`src/rtl/adder_pkg.sv`:
```
// rtl/adder_pkg.sv - shared FSM state and default sizing for the chunked adder
package adder_pkg;

  typedef enum logic [1:0] {
    IDLE,
    RUN,
    DONE
  } state_t;

  localparam int DEF_WIDTH = 16;
  localparam int DEF_CHUNK = 4;

endpackage

```
`src/rtl/adder_chunk.sv`:
```
// rtl/adder_chunk.sv - combinational CHUNK-bit ripple adder built from full_adder cells
module adder_chunk #(
  parameter int CHUNK = 4
) (
  input  logic [CHUNK-1:0] a_c,
  input  logic [CHUNK-1:0] b_c,
  input  logic             c_in,
  output logic [CHUNK-1:0] s_c,
  output logic             c_out,
  output logic             c_msb_in
);

  logic [CHUNK:0] c;

  assign c[0] = c_in;

  for (genvar i = 0; i < CHUNK; i++) begin : g_fa
    full_adder u_fa (
      .a (a_c[i]),
      .b (b_c[i]),
      .ci(c[i]),
      .s (s_c[i]),
      .co(c[i+1])
    );
  end

  // Carry into the top bit is what signed overflow detection needs on the last chunk.
  assign c_out    = c[CHUNK];
  assign c_msb_in = c[CHUNK-1];

endmodule

```
`src/rtl/full_adder.sv`:
```
// rtl/full_adder.sv - single-bit full adder cell
module full_adder (
  input  logic a,
  input  logic b,
  input  logic ci,
  output logic s,
  output logic co
);

  assign s  = a ^ b ^ ci;
  assign co = (a & b) | (ci & (a ^ b));

endmodule

```
`src/rtl/chunked_adder.sv`:
```
// rtl/chunked_adder.sv - multi-cycle adder/subtractor processing CHUNK bits per cycle
module chunked_adder
  import adder_pkg::*;
#(
  parameter int WIDTH = DEF_WIDTH,
  parameter int CHUNK = DEF_CHUNK
) (
  input  logic             clk,
  input  logic             rst,
  input  logic             in_valid,
  output logic             in_ready,
  input  logic [WIDTH-1:0] a,
  input  logic [WIDTH-1:0] b,
  input  logic             cin,
  input  logic             sub,
  output logic             out_valid,
  input  logic             out_ready,
  output logic [WIDTH-1:0] sum,
  output logic             cout,
  output logic             ovf
);

  localparam int N  = WIDTH / CHUNK;
  localparam int CW = (N > 1) ? $clog2(N) : 1;

  if (CHUNK < 1 || (WIDTH % CHUNK) != 0) begin : g_bad_chunk
    $error("chunked_adder: CHUNK must be >= 1 and divide WIDTH");
  end

  state_t            state, state_nxt;
  logic [WIDTH-1:0]  a_r, b_r, sum_r;
  logic              carry_r, cout_r, ovf_r;
  logic [CW-1:0]     cnt;
  logic              accept, last;

  logic [CHUNK-1:0]  a_cur, b_cur, s_c;
  logic              c_out, c_msb_in;
  logic [WIDTH-1:0]  sum_ins;
  int                sh;

  assign in_ready  = (state == IDLE);
  assign out_valid = (state == DONE);
  assign accept    = in_valid && in_ready;
  assign last      = (cnt == CW'(N - 1));

  // Slice the current chunk out of the latched operands and splice the result back in.
  always_comb begin
    sh      = int'(cnt) * CHUNK;
    a_cur   = CHUNK'(a_r >> sh);
    b_cur   = CHUNK'(b_r >> sh);
    sum_ins = (sum_r & ~(WIDTH'({CHUNK{1'b1}}) << sh)) | (WIDTH'(s_c) << sh);
  end

  adder_chunk #(
    .CHUNK(CHUNK)
  ) u_chunk (
    .a_c     (a_cur),
    .b_c     (b_cur),
    .c_in    (carry_r),
    .s_c     (s_c),
    .c_out   (c_out),
    .c_msb_in(c_msb_in)
  );

  always_ff @(posedge clk) begin
    if (rst) state <= IDLE;
    else     state <= state_nxt;
  end

  always_comb begin
    state_nxt = state;
    case (state)
      IDLE:    if (accept) state_nxt = RUN;
      RUN:     if (last) state_nxt = DONE;
      DONE:    if (out_ready) state_nxt = IDLE;
      default: state_nxt = IDLE;
    endcase
  end

  always_ff @(posedge clk) begin
    if (rst) begin
      a_r     <= '0;
      b_r     <= '0;
      sum_r   <= '0;
      carry_r <= 1'b0;
      cout_r  <= 1'b0;
      ovf_r   <= 1'b0;
      cnt     <= '0;
    end else begin
      if (accept) begin
        // Subtraction is A + ~B + 1, so the carry-in is forced and cin is ignored.
        a_r     <= a;
        b_r     <= sub ? ~b : b;
        carry_r <= sub ? 1'b1 : cin;
        cnt     <= '0;
      end else if (state == RUN) begin
        sum_r   <= sum_ins;
        carry_r <= c_out;
        cnt     <= last ? '0 : cnt + 1'b1;
        if (last) begin
          cout_r <= c_out;
          ovf_r  <= c_msb_in ^ c_out;
        end
      end
    end
  end

  assign sum  = sum_r;
  assign cout = cout_r;
  assign ovf  = ovf_r;

endmodule

```
`config.mk`:
```
export PLATFORM = sky130hd
export DESIGN_NAME = chunked_adder
export DESIGN_NICKNAME = d
export VERILOG_FILES = /design/src/rtl/adder_pkg.sv /design/src/rtl/adder_chunk.sv /design/src/rtl/full_adder.sv /design/src/rtl/chunked_adder.sv
export SDC_FILE = /design/constraint.sdc
export NUM_CORES = 1
export LEC_CHECK = 0
export ABC_AREA = 1
export BUFFER_PORTS_ARGS = -buffer_cell sky130_fd_sc_hd__buf_4
export CORE_UTILIZATION = 51
export DETAILED_ROUTE_END_ITERATION = 7
export PLACE_DENSITY = 0.84
export SLEW_MARGIN = 40
export SYNTH_ARGS = -nofsm -noshare
export SYNTH_HDL_FRONTEND = slang
export SYNTH_SLANG_ARGS = --single-unit
```
`constraint.sdc`:
```
create_clock -name clk -period 3.4 [get_ports clk]
set_input_delay 0.17 -clock clk [delete_from_list [all_inputs] [get_ports clk]]
set_output_delay 0.17 -clock clk [all_outputs]
set_load 0.01 [all_outputs]
```
======== After elaboration in Yosys (flattened, before gate mapping) ========
Index checks and enable logic that the tools add are counted.
storage, ports and cells
  output and inout bits ................... 20
  register bits after elaboration ......... 55
  bits of input ports ..................... 38
operators by class
  add/subtract/negate cells ............... 1
  bitwise operators ....................... 26
  equality and inequality tests ........... 6
  shift operators ......................... 4
  multiplexer cells ....................... 9
  reduce and logical (&&, ||, !) cells .... 7
operators with widths
  operator                count
  $not A16 Y16            2
  $shr A16 B4 Y4          2
  $and A16 B16 Y16        1
  $mux W16                1
  $or A16 B16 Y16         1
  $shl A4 B4 Y16          1
  $shl A4 B4 Y16 const A  1
  $xor A1 B1 Y1           9
  $and A1 B1 Y1           8
  $mux W2                 4
  $pmux W2 S3             1
  $reduce_and A3 Y1       2
  $eq A2 B2 Y1 const B    2
  $ne A2 B1 Y1 const B    2
  $or A1 B1 Y1            4
  $mux W1                 3
  $add A2 B1 Y2 const B   1
  $eq A2 B1 Y1 const B    1
  $logic_not A2 Y1        1
  $ne A2 B2 Y1 const B    1
  $reduce_and A2 Y1       1
  $reduce_bool A2 Y1      1
  $reduce_or A2 Y1        1
  $logic_and A1 B1 Y1     1
  $not A1 Y1              1

======== Logic depth before layout (Yosys ltp) ========
  word-level depth ........................ 12
  gate-level depth with buffers ........... 14
  gate-level depth less buffers ........... 13

======== By module ========
From an unflattened synthesis, not the netlist that was laid out.
second synthesis, totals
  cells, all modules ...................... 386
  area, all modules ....................... 2812.7 µm²
by module, submodules not included
  module         instances  cells an instance  area each (µm²)
  chunked_adder  1          382                2732.6
  full_adder     4          1                  20.0

======== Least setup slack after synthesis ========
No wires, ideal clock.
  kind .................................... flip-flop to flip-flop
  start point ............................. register cnt[0]
  end point ............................... register sum_r[15] (netlist: sum[15])
  clock period less this slack ............ 2.632 ns
  buffers on the path ..................... 1
  arrival ................................. 2.513 ns
  path slack .............................. 0.768 ns
  stages on the path, launching flop included .. 14
  path through ............................ dfxtp_1 > buf_2 > nand2_1 > nand3_1 > nand2_1 > fa_1 > fa_1 > inv_1 > fa_1 > fa_1 > nand2_1 > inv_1 > nand3_1 > a21oi_1
on the way
  word-level cells in the longest chain between the ends .. 11
ends and longest elaborated chain
  element                            RTL line                                  text
  start, declared                    chunked_adder.sv:33                       logic [CW-1:0] cnt;
  start signal, assigned             chunked_adder.sv:99                       cnt <= last ? '0 : cnt + 1'b1;
  $shr A16 B4 Y4 (on tied branches)  chunked_adder.sv:49, chunked_adder.sv:50
  $xor A1 B1 Y1                      full_adder.sv:11                          assign co = (a & b) | (ci & (a ^ b));
  $and A1 B1 Y1                      full_adder.sv:11
  $or A1 B1 Y1                       full_adder.sv:11
  $and A1 B1 Y1                      full_adder.sv:11
  $or A1 B1 Y1                       full_adder.sv:11
  $and A1 B1 Y1                      full_adder.sv:11
  $or A1 B1 Y1                       full_adder.sv:11
  $xor A1 B1 Y1                      full_adder.sv:10                          assign s = a ^ b ^ ci;
  $shl A4 B4 Y16                     chunked_adder.sv:51                       sum_ins = (sum_r & ~(WIDTH'({CHUNK{1'b1}}) << sh)) | (WIDTH'(s_c) << sh);
  $or A16 B16 Y16 *                  chunked_adder.sv:51
  end signal, assigned               chunked_adder.sv:97                       sum_r <= sum_ins;
  end, declared                      chunked_adder.sv:31                       logic [WIDTH-1:0] a_r, b_r, sum_r;
Mark *: on every way between the ends. The rest lies on a longest branch, timed or not.
A chain may end at the register's enable or synchronous reset.

======== Worst setup path after layout ========
Ends and elaborated chain as after synthesis.

==> results_dict.tcl <==
set metrics [dict create \
    path_clk_slew_ns 0.09 \
    p_per_area_nw_per_um2 432 \
    place_ws_ns 0.358 \
    skew_ns 0.00875 \
    grt_pass1_vias 2242 \
    io_pins 58 \
    pwr-share-comb_pct 18.3 \
    peakVddDrop_mv 0.173 \
    hold_violations 0 \
    power.internal_mw 1.01 \
    crit_type "flop to flop" \
    fin_nets 474 \
    leakage_nw 1.50 \
    initial_utilization_pct 52.9 \
    drtAntennaViolNets 0 \
    cts.htree.levels 2 \
    whs_ns 0.113 \
    root_buffer "clkbuf_8" \
    p_sw_share_pct 27.2 \
    rsz0062_at_grt "no" \
    cts_tree "yes" \
    via_per_inst 4.95 \
    syn-instance-count 383 \
    crit_fanout 21 \
    max_freq_mhz 349 \
    pwr-share-seq_pct 51.6 \
    timing.final.crit_share_pct 84.4 \
    cts_made_buffers 5 \
    setup_violations 0 \
    ys_seq_elements 55 \
    cp-end-kind "flop" \
    insertion_delay_ns 0.31 \
    total_power_mw 1.39 \
    dp.cells 491 \
    avgSynthCellArea_um2 7.05 \
    syn_nets 429 \
    post_cts_buffers 0 \
    stdcell_count 498 \
    die_w_um 74.8 \
    clock_path_buffers 2 \
    drc 0 \
    std_cell_rows 26 \
    vias 2467 \
    antenna_found_initial 0 \
    power.share.clock_pct 30.0 \
    cp-start-kind "flop" \
    synth.most_common_cell "nand2_1" \
    die-area_um2 5590 \
    hp-class "input port to flop" \
    synth.cell_area_um2 2700 \
    fp.coreArea_um2 5110 \
    run_status "finished, final reports clean" \
    io_buffers 57 \
    track_usage_pct 22.0 \
    timing.max_cap.violations 0 \
    p_switching_mw 0.377 \
    place_congestion 0.801 \
    finalMaxSlewViolations 0 \
    r2r-start "cnt[0]" \
    grt_first_pass_wirelength_um 9470 \
    routed_wl_um 5600 \
    synth_cell_types 19 \
    die_h_um 74.8 \
    grt_start_max_net_pins 36 \
    tightest_slew_ns 0.691 \
    drt_iter0_markers 190 \
    min_from "a[15]" \
    synth_common_cells "nand2_1, nor2_1, dfxtp_1" \
    cp-startpoint "cnt[0]" \
    synthFlopType "dfxtp_1" \
    area_growth_pct 18.8 \
    yosys.area.top_type "dfxtp_1" \
    synth-async-reset-ratio_pct 0 \
    cts_sinks 55 \
    relSlewSlack_pct 53.9 \
    drive_above_1_share_pct 18.0 \
    ys_top_cells_by_area "dfxtp_1, nand2_1, nor2_1, nand3_1, o21ai_0" \
    yosysWarnings 0 \
    min_period_ns 2.87 \
    diodes 0 \
    arrival_ns 3.06 \
    hpwlAfterDp_um 4100 \
    wl_per_cell_um 11.3 \
    synth_top_area_share_pct 40.8 \
    required_ns 3.59 \
    tns_ns 0 \
    synth_edf_count 0 \
    ys_seq_area_share_pct 40.8 \
    grt_overflow_total 0 \
    drt-pass1-iter-count 4 \
    layout_setup_ws_ns 0.531 \
]
[sequential cells by signal (all words and copies together), names as in the netlist]
signal,count
ovf,1
sum,16
state,2
carry_r,1
a_r,16
cnt,2
cout,1
b_r,16
[cell type report]
cell class                 count  area, um^2
timing repair buffer          60         450
tap                           70        87.6
fill                         495        1900
clock inverter                 1        30.0
clock buffer                   6        72.6
inverter                      23        86.3
multi-input combinational    283        1380
sequential                    55        1100
[cell families (layout without fill, tap and decap cells)]
| logic type | Yosys count | in the layout | synth area share [%] |
|---|---|---|---|
| adders and majority gates | 8 | 8 | 4.82 |
| AOI/OAI and AO/OA | 50 | 50 | 9.26 |
| and+or+nand+nor | 214 | 214 | 33.3 |
| xor gates and xnor gates | 11 | 11 | 3.57 |
| buffers and inverters | 45 | 90 | 8.24 |
| DFF | 55 | 55 | 40.8 |
[metrics by stage]
step / utilization [%] / area, um^2
final: 62.8 / 3210
after global routing: 62.8 / 3210
after CTS: 62.8 / 3210
after detailed placement: 60.8 / 3110
after floorplan: - / 2700
after global placement: 60.8 / 3100
[layout by cell type, fill, tap and decap left out, types with 5 or more instances in the layout]
master      n
clkbuf_8    5
dfxtp_1    54
a21oi_1    21
buf_4      60
xor2_1     11
inv_1      19
o21ai_0    29
nand3_1    42
nor2_1     65
nand2_1   101
[final timing paths]
path         endpoint  slack, ns  cells after the start
min           a_r[15]       0.11                      3
min reg2reg   sum[10]       0.47                      2
max reg2reg   sum[15]       0.53                     13
max           sum[15]       0.53                     13
[repair_timing]
action,CTS,global route
endpoints found under the hold margin,0,0
gates resized for setup,0,1
endpoints found under the setup margin,0,1
hold buffers,0,0
[worst max-delay path: stages (launching register included)]
cell and delay [ns]:
dfxtp_2 0.43, inv_2 0.29, nand2_1 0.08, nand3_1 0.07, nand2_1 0.08, fa_1 0.40, fa_1 0.36, inv_1 0.07
fa_1 0.23, fa_1 0.44, nand2_1 0.08, inv_1 0.05, nand3_1 0.09, a21oi_1 0.07
[layer usage]
layer / global-route usage (%) / share of wire [%] / vias to the layer above
li1: - / - / 1293
met1: 25.7 / 45 / 1104
met2: 39.9 / 49 / 63
met3: 4.28 / 4.2 / 7
met4: 7.55 / 1.4 / 0
met5: 0 / 0 / -
[power groups by stage]
stage / Clock [mW] / Sequential (mW) / Combinational [mW]
2_1_floorplan: 0 / 0.721 / 0.188
3_3_place_gp: 0 / 0.730 / 0.246
3_5_place_dp: 0 / 0.730 / 0.255
4_1_cts: 0.421 / 0.716 / 0.255
5_1_grt: 0.450 / 0.722 / 0.291
6_report: 0.417 / 0.717 / 0.254
(Power assumes the default switching activity.)
